===== src/rtl/vga_timing.sv =====
// Raster timing generator for 640x480@60Hz VGA: free-running pixel/line
// counters with registered negative syncs, display enable and frame strobe.
module vga_timing #(
  parameter int H_VISIBLE = 640,
  parameter int H_FRONT   = 16,
  parameter int H_SYNC    = 96,
  parameter int H_BACK    = 48,
  parameter int V_VISIBLE = 480,
  parameter int V_FRONT   = 10,
  parameter int V_SYNC    = 2,
  parameter int V_BACK    = 33
) (
  input  logic       clk,
  input  logic       reset,
  output logic [9:0] hcount,
  output logic [9:0] vcount,
  output logic       hsync,
  output logic       vsync,
  output logic       display_en,
  output logic       frame_start
);

  localparam int H_TOTAL = H_VISIBLE + H_FRONT + H_SYNC + H_BACK;
  localparam int V_TOTAL = V_VISIBLE + V_FRONT + V_SYNC + V_BACK;

  localparam logic [9:0] H_LAST   = 10'(H_TOTAL - 1);
  localparam logic [9:0] V_LAST   = 10'(V_TOTAL - 1);
  localparam logic [9:0] H_VIS    = 10'(H_VISIBLE);
  localparam logic [9:0] V_VIS    = 10'(V_VISIBLE);
  localparam logic [9:0] HS_FIRST = 10'(H_VISIBLE + H_FRONT);
  localparam logic [9:0] HS_LAST  = 10'(H_VISIBLE + H_FRONT + H_SYNC - 1);
  localparam logic [9:0] VS_FIRST = 10'(V_VISIBLE + V_FRONT);
  localparam logic [9:0] VS_LAST  = 10'(V_VISIBLE + V_FRONT + V_SYNC - 1);

  logic [9:0] hcnt_q, hcnt_d;
  logic [9:0] vcnt_q, vcnt_d;
  logic       hsync_q, hsync_d;
  logic       vsync_q, vsync_d;
  logic       frame_q, frame_d;
  logic       line_end;

  // Syncs and the frame strobe are decoded from the current counters and
  // registered, so they appear one pixel clock after the counter value.
  always_comb begin
    line_end = (hcnt_q == H_LAST);
    hcnt_d   = line_end ? 10'd0 : hcnt_q + 10'd1;
    vcnt_d   = vcnt_q;
    if (line_end) begin
      vcnt_d = (vcnt_q == V_LAST) ? 10'd0 : vcnt_q + 10'd1;
    end
    hsync_d = !((hcnt_q >= HS_FIRST) && (hcnt_q <= HS_LAST));
    vsync_d = !((vcnt_q >= VS_FIRST) && (vcnt_q <= VS_LAST));
    frame_d = line_end && (vcnt_q == V_LAST);
  end

  always_ff @(posedge clk or posedge reset) begin
    if (reset) begin
      hcnt_q  <= 10'd0;
      vcnt_q  <= 10'd0;
      hsync_q <= 1'b1;
      vsync_q <= 1'b1;
      frame_q <= 1'b0;
    end else begin
      hcnt_q  <= hcnt_d;
      vcnt_q  <= vcnt_d;
      hsync_q <= hsync_d;
      vsync_q <= vsync_d;
      frame_q <= frame_d;
    end
  end

  assign hcount      = hcnt_q;
  assign vcount      = vcnt_q;
  assign hsync       = hsync_q;
  assign vsync       = vsync_q;
  assign frame_start = frame_q;
  assign display_en  = (hcnt_q < H_VIS) && (vcnt_q < V_VIS);

endmodule


===== config.mk =====
export PLATFORM = sky130hd
export DESIGN_NAME = vga_timing
export DESIGN_NICKNAME = d
export VERILOG_FILES = /design/src/rtl/vga_timing.sv
export SDC_FILE = /design/constraint.sdc
export NUM_CORES = 1
export LEC_CHECK = 0
export ABC_AREA = 1
export BUFFER_PORTS_ARGS = -buffer_cell sky130_fd_sc_hd__buf_2
export CAP_MARGIN = 20
export CORE_MARGIN = 1.5
export CORE_UTILIZATION = 25
export DETAILED_ROUTE_END_ITERATION = 6
export HOLD_SLACK_MARGIN = 0.08
export MAX_ROUTING_LAYER = met4
export PLACE_DENSITY = 0.48
export SLEW_MARGIN = 20
export SYNTH_ARGS = -nofsm -noshare
export SYNTH_HDL_FRONTEND = slang
export SYNTH_SLANG_ARGS = --single-unit

===== constraint.sdc =====
create_clock -name clk -period 1.5 [get_ports clk]
set_input_delay 0.225 -clock clk [delete_from_list [all_inputs] [get_ports clk]]
set_output_delay 0.225 -clock clk [all_outputs]
set_load 0.005 [all_outputs]

==> impl_metrics.csv, run 1 <==
group,metric,value,unit
setup_path,worst-setup-path-type,"reg2out",
logic_synthesis,yosys_register_bits,23,
routing,ant_nets,0,
clock_tree,path_clk_slew,0.09,ns
final_layout,nNetsFinal,217,
place,placed_cell_area,1585,um2
logic_synthesis,synth_nets,168,
sta,min_period,1.456,ns
routing,drtIter0Drc,59,
logic_synthesis,synth_xor_area_frac,0.06058,
status,run_status,"finished clean",
sta,max_slew.worst_pin.slew,0.3282,ns
setup_path,cp-start-kind,"register",
die,start_util,0.2564,
sta,period_share,0.9708,
logic_synthesis,synth_top_family_by_area,"simple AND/OR/NAND/NOR gates",
power,peakVddDrop,0.0002849,V
logic_synthesis,synth_top_area_share,0.4038,
clock_tree,tritoncts,"done",
routing,wl,3473,um
final_layout,final_core_util,0.3484,
final_layout,area_growth,35.87,%
setup_path,r2r_cells,7,
final_layout,drive_above_1_share,0.3301,
die,core-area,5075,um2
job,cap_violations,0,
sta,hold_violations,0,
place,place_ws,0.01088,ns
grt,grt_overflow,0,
setup_path,required,1.27,ns
grt,grt_pass1_wl,5423,um
grt,grt_util_all_layers,0.1335,
logic_synthesis,synth_top_cell_by_area,"dfrtp_1",
setup_path,end_kind,"primary output",
grt,grt_pass1_vias,1128,
logic_synthesis,synth-simple-area-share,0.3000,
power,powerDensity,593.2,nW/um2
setup_path,worstPathArrival,1.23,ns
place,gp_congestion,0.8572,
power,leakagePower,0.8490,nW
setup_path,rr_startpoint,"hcount[1]",
clock_tree,cts_buffer_depth,2,
routing,dr_total_vias,1215,
clock_tree,htree_levels,1,
sta,layout_setup_ws,0.04375,ns
clock_tree,numCtsBuffers,3,
place,detailed_place_hpwl,2454,um
grt,grt_max_degree,20,
logic_synthesis,syn_inst,161,
routing,drcViolationCount,0,
logic_synthesis,synthAdderAreaFrac,0.04808,
setup_path,cp-endpoint,"display_en",
die,rows,26,
sta,fmax,686.7,MHz
setup_path,crit_fanout,7,
logic_synthesis,synth_area,1301,um2
routing,wl_per_cell,12.45,um
routing,dr.pass1.iters,4,
clock_tree,clkLatencyLatePin,0.28,ns
setup_path,startpoint,"vcount[9]",
sta,clock-skew-final,0.002753,ns
logic_synthesis,yosysWarningCount,0,
logic_synthesis,synth-compound-area-share,0.06346,
die,ios,26,
grt,antenna_found_initial,0,
final_layout,fin_area,1768,um2
final_layout,n_antenna_cell,0,
sta,slew_viol_final,0,
logic_synthesis,synthDistinctLibCells,25,
logic_synthesis,ys_seq_area_frac,0.4442,
sta,finalSetupTns,0,ns
setup_path,rrSetupSlack,0.06,ns
sta,slew_headroom,0.7812,
setup_path,r2r-end,"vcount[9]",
logic_synthesis,syn_avg_cell_area,8.082,um2
power,finalPower,1.049,mW
routing,routed_via_density,4.355,
die,dieArea,5647,um2
sta,rsz0062_at_grt,"true",
logic_synthesis,synthTopCellsByArea,"dfrtp_1 (40%), nand2_1 (9.5%), inv_1 (6.3%), nor2_1 (6.1%), ha_1 (4.8%)",
die,die_h,75.15,um
sta,setup_viol,0,
clock_tree,cts-root-buf,"clkbuf_8",
clock_tree,numClockSinks,23,
place,port_buffers,25,
die,die_w,75.15,um
logic_synthesis,muxShareOfSynthArea,0,
min_path,hp-class,"in2async",
[how the worst min path moves through the flow]
stage	from	end	slack, ns	cells after the start
final	reset	vcount[1]	0.38	3
after global routing	reset	vcount[1]	0.41	3
after CTS	reset	vcount[1]	0.39	3
after detailed placement	reset	vcount[1]	0.14	2
after global placement	reset	vcount[1]	0.14	2
after floorplan	reset	frame_start	0.23	1
[critical path, cell delays in order (launching register included)]
cell     delay (ns)
dfrtp_2        0.49
nor3_2         0.28
nor4_2         0.05
buf_2          0.13
[placed cells by master (no fill, tap or decap), types with 2 or more instances in the layout]
| cell type | count |
|---|---|
| dfrtp_2 | 2 |
| o21ai_0 | 6 |
| nand4_1 | 6 |
| buf_4 | 21 |
| nor2_4 | 3 |
| clkbuf_8 | 3 |
| dfstp_2 | 2 |
| buf_2 | 25 |
| ha_1 | 4 |
| inv_1 | 20 |
| o211ai_1 | 2 |
| inv_2 | 2 |
| xor2_1 | 6 |
| a21oi_1 | 2 |
| nor2_1 | 19 |
| nor2_2 | 3 |
| nand2_1 | 32 |
| xnor2_1 | 3 |
| o21ai_1 | 4 |
| dfrtp_1 | 19 |
| nor3_1 | 2 |
| nand3b_1 | 2 |
| nand3_1 | 9 |
[where the power goes]
group | switching (mW) | leakage, nW | internal (mW)
Clock | 0.221 | 0.0228 | 0.191
Combinational | 0.0130 | 0.530 | 0.00449
Sequential | 0 | 0.297 | 0.620
Total | 0.234 | 0.849 | 0.815
[layout make-up]
| class | instances | area, um2 |
|---|---|---|
| multi-input combinational | 113 | 679.4 |
| sequential | 23 | 580.6 |
| inverter | 22 | 82.58 |
| timing repair buffer | 47 | 292.8 |
| clock buffer | 4 | 45.04 |
| tap | 70 | 87.58 |
| fill | 567 | 3307 |
[through the flow]
step	cells	hold WS, ns
after floorplan	161	0.2254
after global placement	265	0.1447
after detailed placement	265	0.1436
after CTS	276	0.3914
after global routing	279	0.4106
final	279	0.3772
[routing by layer]
layer | wire (um) | part of all wire | vias to the layer above | global-route usage
met2 | 1507 | 0.43 | 22 | 0.1868
met3 | 118 | 0.034 | 5 | 0.02276
met4 | 75 | 0.022 | 0 | 0.05952
met5 | 0 | 0 | - | -
met1 | 1771 | 0.51 | 572 | 0.1877
li1 | - | - | 616 | -
[what timing repair did]
item | in CTS | in global routing
setup buffers | 6 | 2
hold buffers | 1 | 0
cloned | 0 | 1
setup endpoints to repair | 2 | 8
hold endpoints to repair | 4 | 0
resized for setup | 5 | 13
pin swaps | 1 | 6
[logic make-up (layout without fill, tap and decap cells)]
kind of cell	Yosys count	count (layout)
AOI/OAI and AO/OA	15	15
adders and majority gates	5	5
xor gates and xnor gates	9	9
and+or+nand+nor	83	84
DFF	23	23
buffers and inverters	26	73
[registers in the layout (all words and copies together) (netlist names)]
name         cells
hsync            1
vsync            1
hcount          10
frame_start      1
vcount          10
[Yosys cell counts (all sizes together)]
library cell  instances
nor3                  4
nor2                 24
nand3                10
a21boi                1
nand2                34
xor2                  6
dfrtp                21
buf                   4
ha                    5
nor4                  2
nand4                 7
nand3b                2
a21oi                 2
dfstp                 2
o21ai                10
inv                  22
o211ai                2
xnor2                 3
(Power assumes the default switching activity.)
==> run 2: changes to the inputs <==
- PLACE_DENSITY: 0.48 -> 0.44
==> run 2 against run 1 <==
Net effect: routed wire length grew 1.1%; sequential share of layout area shrank 1.1 points; global-route usage grew 0.29 points; sequential power is essentially flat; clock skew grew 0.0038 ns; via count grew 2.3%; worst hold slack gained 0.12 ns; first-iteration DRC count grew 42%.
==> impl_metrics.csv, run 2 (synthesized netlist as in run 1, its figures left out) <==
group,metric,value,unit
status,run_status,"finished clean",
grt,grt_overflow,0,
setup_path,worstPathArrival,1.27,ns
power,swShare,0.2171,
sta,layout_setup_ws,0.001767,ns
final_layout,fillers,546,
setup_path,rr_startpoint,"hcount[1]",
die,die_h,75.15,um
clock_tree,numClockSinks,23,
place,place_ws,-0.02721,ns
routing,dr_total_vias,1243,
sta,slew_viol_final,0,
power,internal_power,0.8113,mW
routing,dr.pass1.iters,4,
setup_path,end_kind,"primary output",
clock_tree,htree_levels,1,
power,p_comb_frac,0.019,
sta,rsz0062_at_grt,"true",
setup_path,cp-start-kind,"register",
clock_tree,path_clk_slew,0.09,ns
setup_path,r2r-end,"vcount[9]",
job,cap_violations,0,
final_layout,drive_above_1_share,0.3704,
grt,grt_util_all_layers,0.1365,
min_path,hp-class,"in2async",
die,rows,26,
die,die_w,75.15,um
setup_path,worst-setup-path-type,"reg2out",
final_layout,final_common_cell,"nand2_1",
setup_path,startpoint,"vcount[8]",
setup_path,rrSetupSlack,0.09,ns
routing,drtIter0Drc,84,
sta,min_period,1.498,ns
clock_tree,cts-root-buf,"clkbuf_8",
setup_path,r2r_cells,8,
power,seqPwrFrac,0.598,
routing,wl,3510,um
die,ios,26,
place,port_buffers,25,
final_layout,mostFrequentLayoutCells,"nand2_1 (30), buf_4 (28), buf_2 (25)",
die,start_util,0.2564,
grt,grt_use_met1,0.1682,
sta,max_slew.worst_pin.slew,0.4467,ns
routing,drcViolationCount,0,
grt,grt_use_met3,0.03079,
sta,clock-skew-final,0.006558,ns
power,p_sw,0.2250,mW
routing,ant_nets,0,
grt,grt-busiest-layer,"met2",
final_layout,n_antenna_cell,0,
sta,period_share,0.9988,
routing,wl_per_cell,12.27,um
power,powerDensity,565.0,nW/um2
setup_path,required,1.27,ns
clock_tree,clkLatencyLatePin,0.27,ns
final_layout,area_growth,40.96,%
sta,fmax,667.5,MHz
sta,slew_headroom,0.7018,
clock_tree,numCtsBuffers,3,
grt,antenna_found_initial,0,
grt,grt_pass1_wl,5623,um
power,leakagePower,0.8887,nW
clock_tree,cts_buffer_depth,2,
grt,grt_max_degree,14,
clock_tree,tritoncts,"done",
place,detailed_place_hpwl,2619,um
final_layout,final_core_util,0.3614,
sta,setup_viol,0,
grt,grt_util_met2,0.2350,
routing,routed_via_density,4.346,
grt,grt_pass1_vias,1214,
power,p_clk_frac,0.383,
setup_path,crit_fanout,2,
die,core-area,5075,um2
die,dieArea,5647,um2
sta,hold_violations,0,
place,gp_congestion,0.7925,
final_layout,nNetsFinal,224,
power,peakVddDrop,0.0004781,V
[run 2: cell count changes in the layout (fill, tap and decap cells not counted), moves of 2 or more]
cell,previous run,this run
buf_4,21,28
dfrtp_1,19,17
dfrtp_2,2,4
nand2_1,32,30
nand2_2,1,4
nor2_2,3,1
o21ai_0,6,8
o21ai_1,4,2
[run 2: metrics by stage]
step / hold slack, ns / instance area, um2 / power [mW] / instances / setup TNS [ns]
after floorplan: 0.2254 / 1301 / 0.6410 / 161 / 0
after global placement: 0.2565 / 1615 / 0.6515 / 269 / -0.06659
after detailed placement: 0.2724 / 1615 / 0.6519 / 269 / -0.08150
after CTS: 0.5140 / 1735 / 1.060 / 278 / -0.03966
after global routing: 0.5324 / 1834 / 1.082 / 286 / -0.1383
final: 0.4930 / 1834 / 1.036 / 286 / 0
[run 2: per-layer routing]
layer | wire length [um] | vias to the layer above | part of all wire
li1 | - | 622 | -
met1 | 1663 | 591 | 0.47
met2 | 1682 | 28 | 0.48
met3 | 149 | 2 | 0.042
met4 | 14 | 0 | 0.0040
met5 | 0 | - | 0
[run 2: area by class of cell]
type | count | area [um2] | area share
repair buffers | 55 | 365.4 | 0.1992
clock buffers | 3 | 41.29 | 0.02251
flip-flops and latches | 23 | 583.1 | 0.3179
inverters | 22 | 82.58 | 0.04502
clock inverters | 1 | 5.005 | 0.002729
well taps | 70 | 87.58 | 0.04775
multi-input cells | 112 | 669.4 | 0.3649
[run 2: how the worst max path moves through the flow]
stage | cells past startpoint | slack [ns] | end
3_3_place_gp | 7 | -0.02 | vcount[1]
3_5_place_dp | 7 | -0.03 | vcount[1]
6_report | 4 | 0.002 | display_en
2_1_floorplan | 8 | 0.14 | hcount[8]
4_1_cts | 5 | -0.04 | display_en
5_1_grt | 4 | -0.07 | display_en
[run 2: worst max-delay path, stage by stage (launching register included)]
cell and delay [ns]:
dfrtp_1 0.41, nand2_2 0.11, nor3_4 0.06, nor4_4 0.28, buf_2 0.15
[run 2: repair_timing]
action	in CTS	in global routing
setup buffers	4	9
endpoints found under the setup margin	7	9
gates cloned	0	0
endpoints found under the hold margin	7	0
gates resized for setup	4	15
hold buffers	1	0
pin swaps	2	3
[run 2: power by group through the flow]
stage	clock network, mW	logic [mW]	registers [mW]
5_1_grt	0.438	0.0237	0.620
6_report	0.396	0.0201	0.620
3_5_place_dp	0	0.0201	0.632
4_1_cts	0.418	0.0217	0.620
3_3_place_gp	0	0.0197	0.632
2_1_floorplan	0	0.00920	0.632
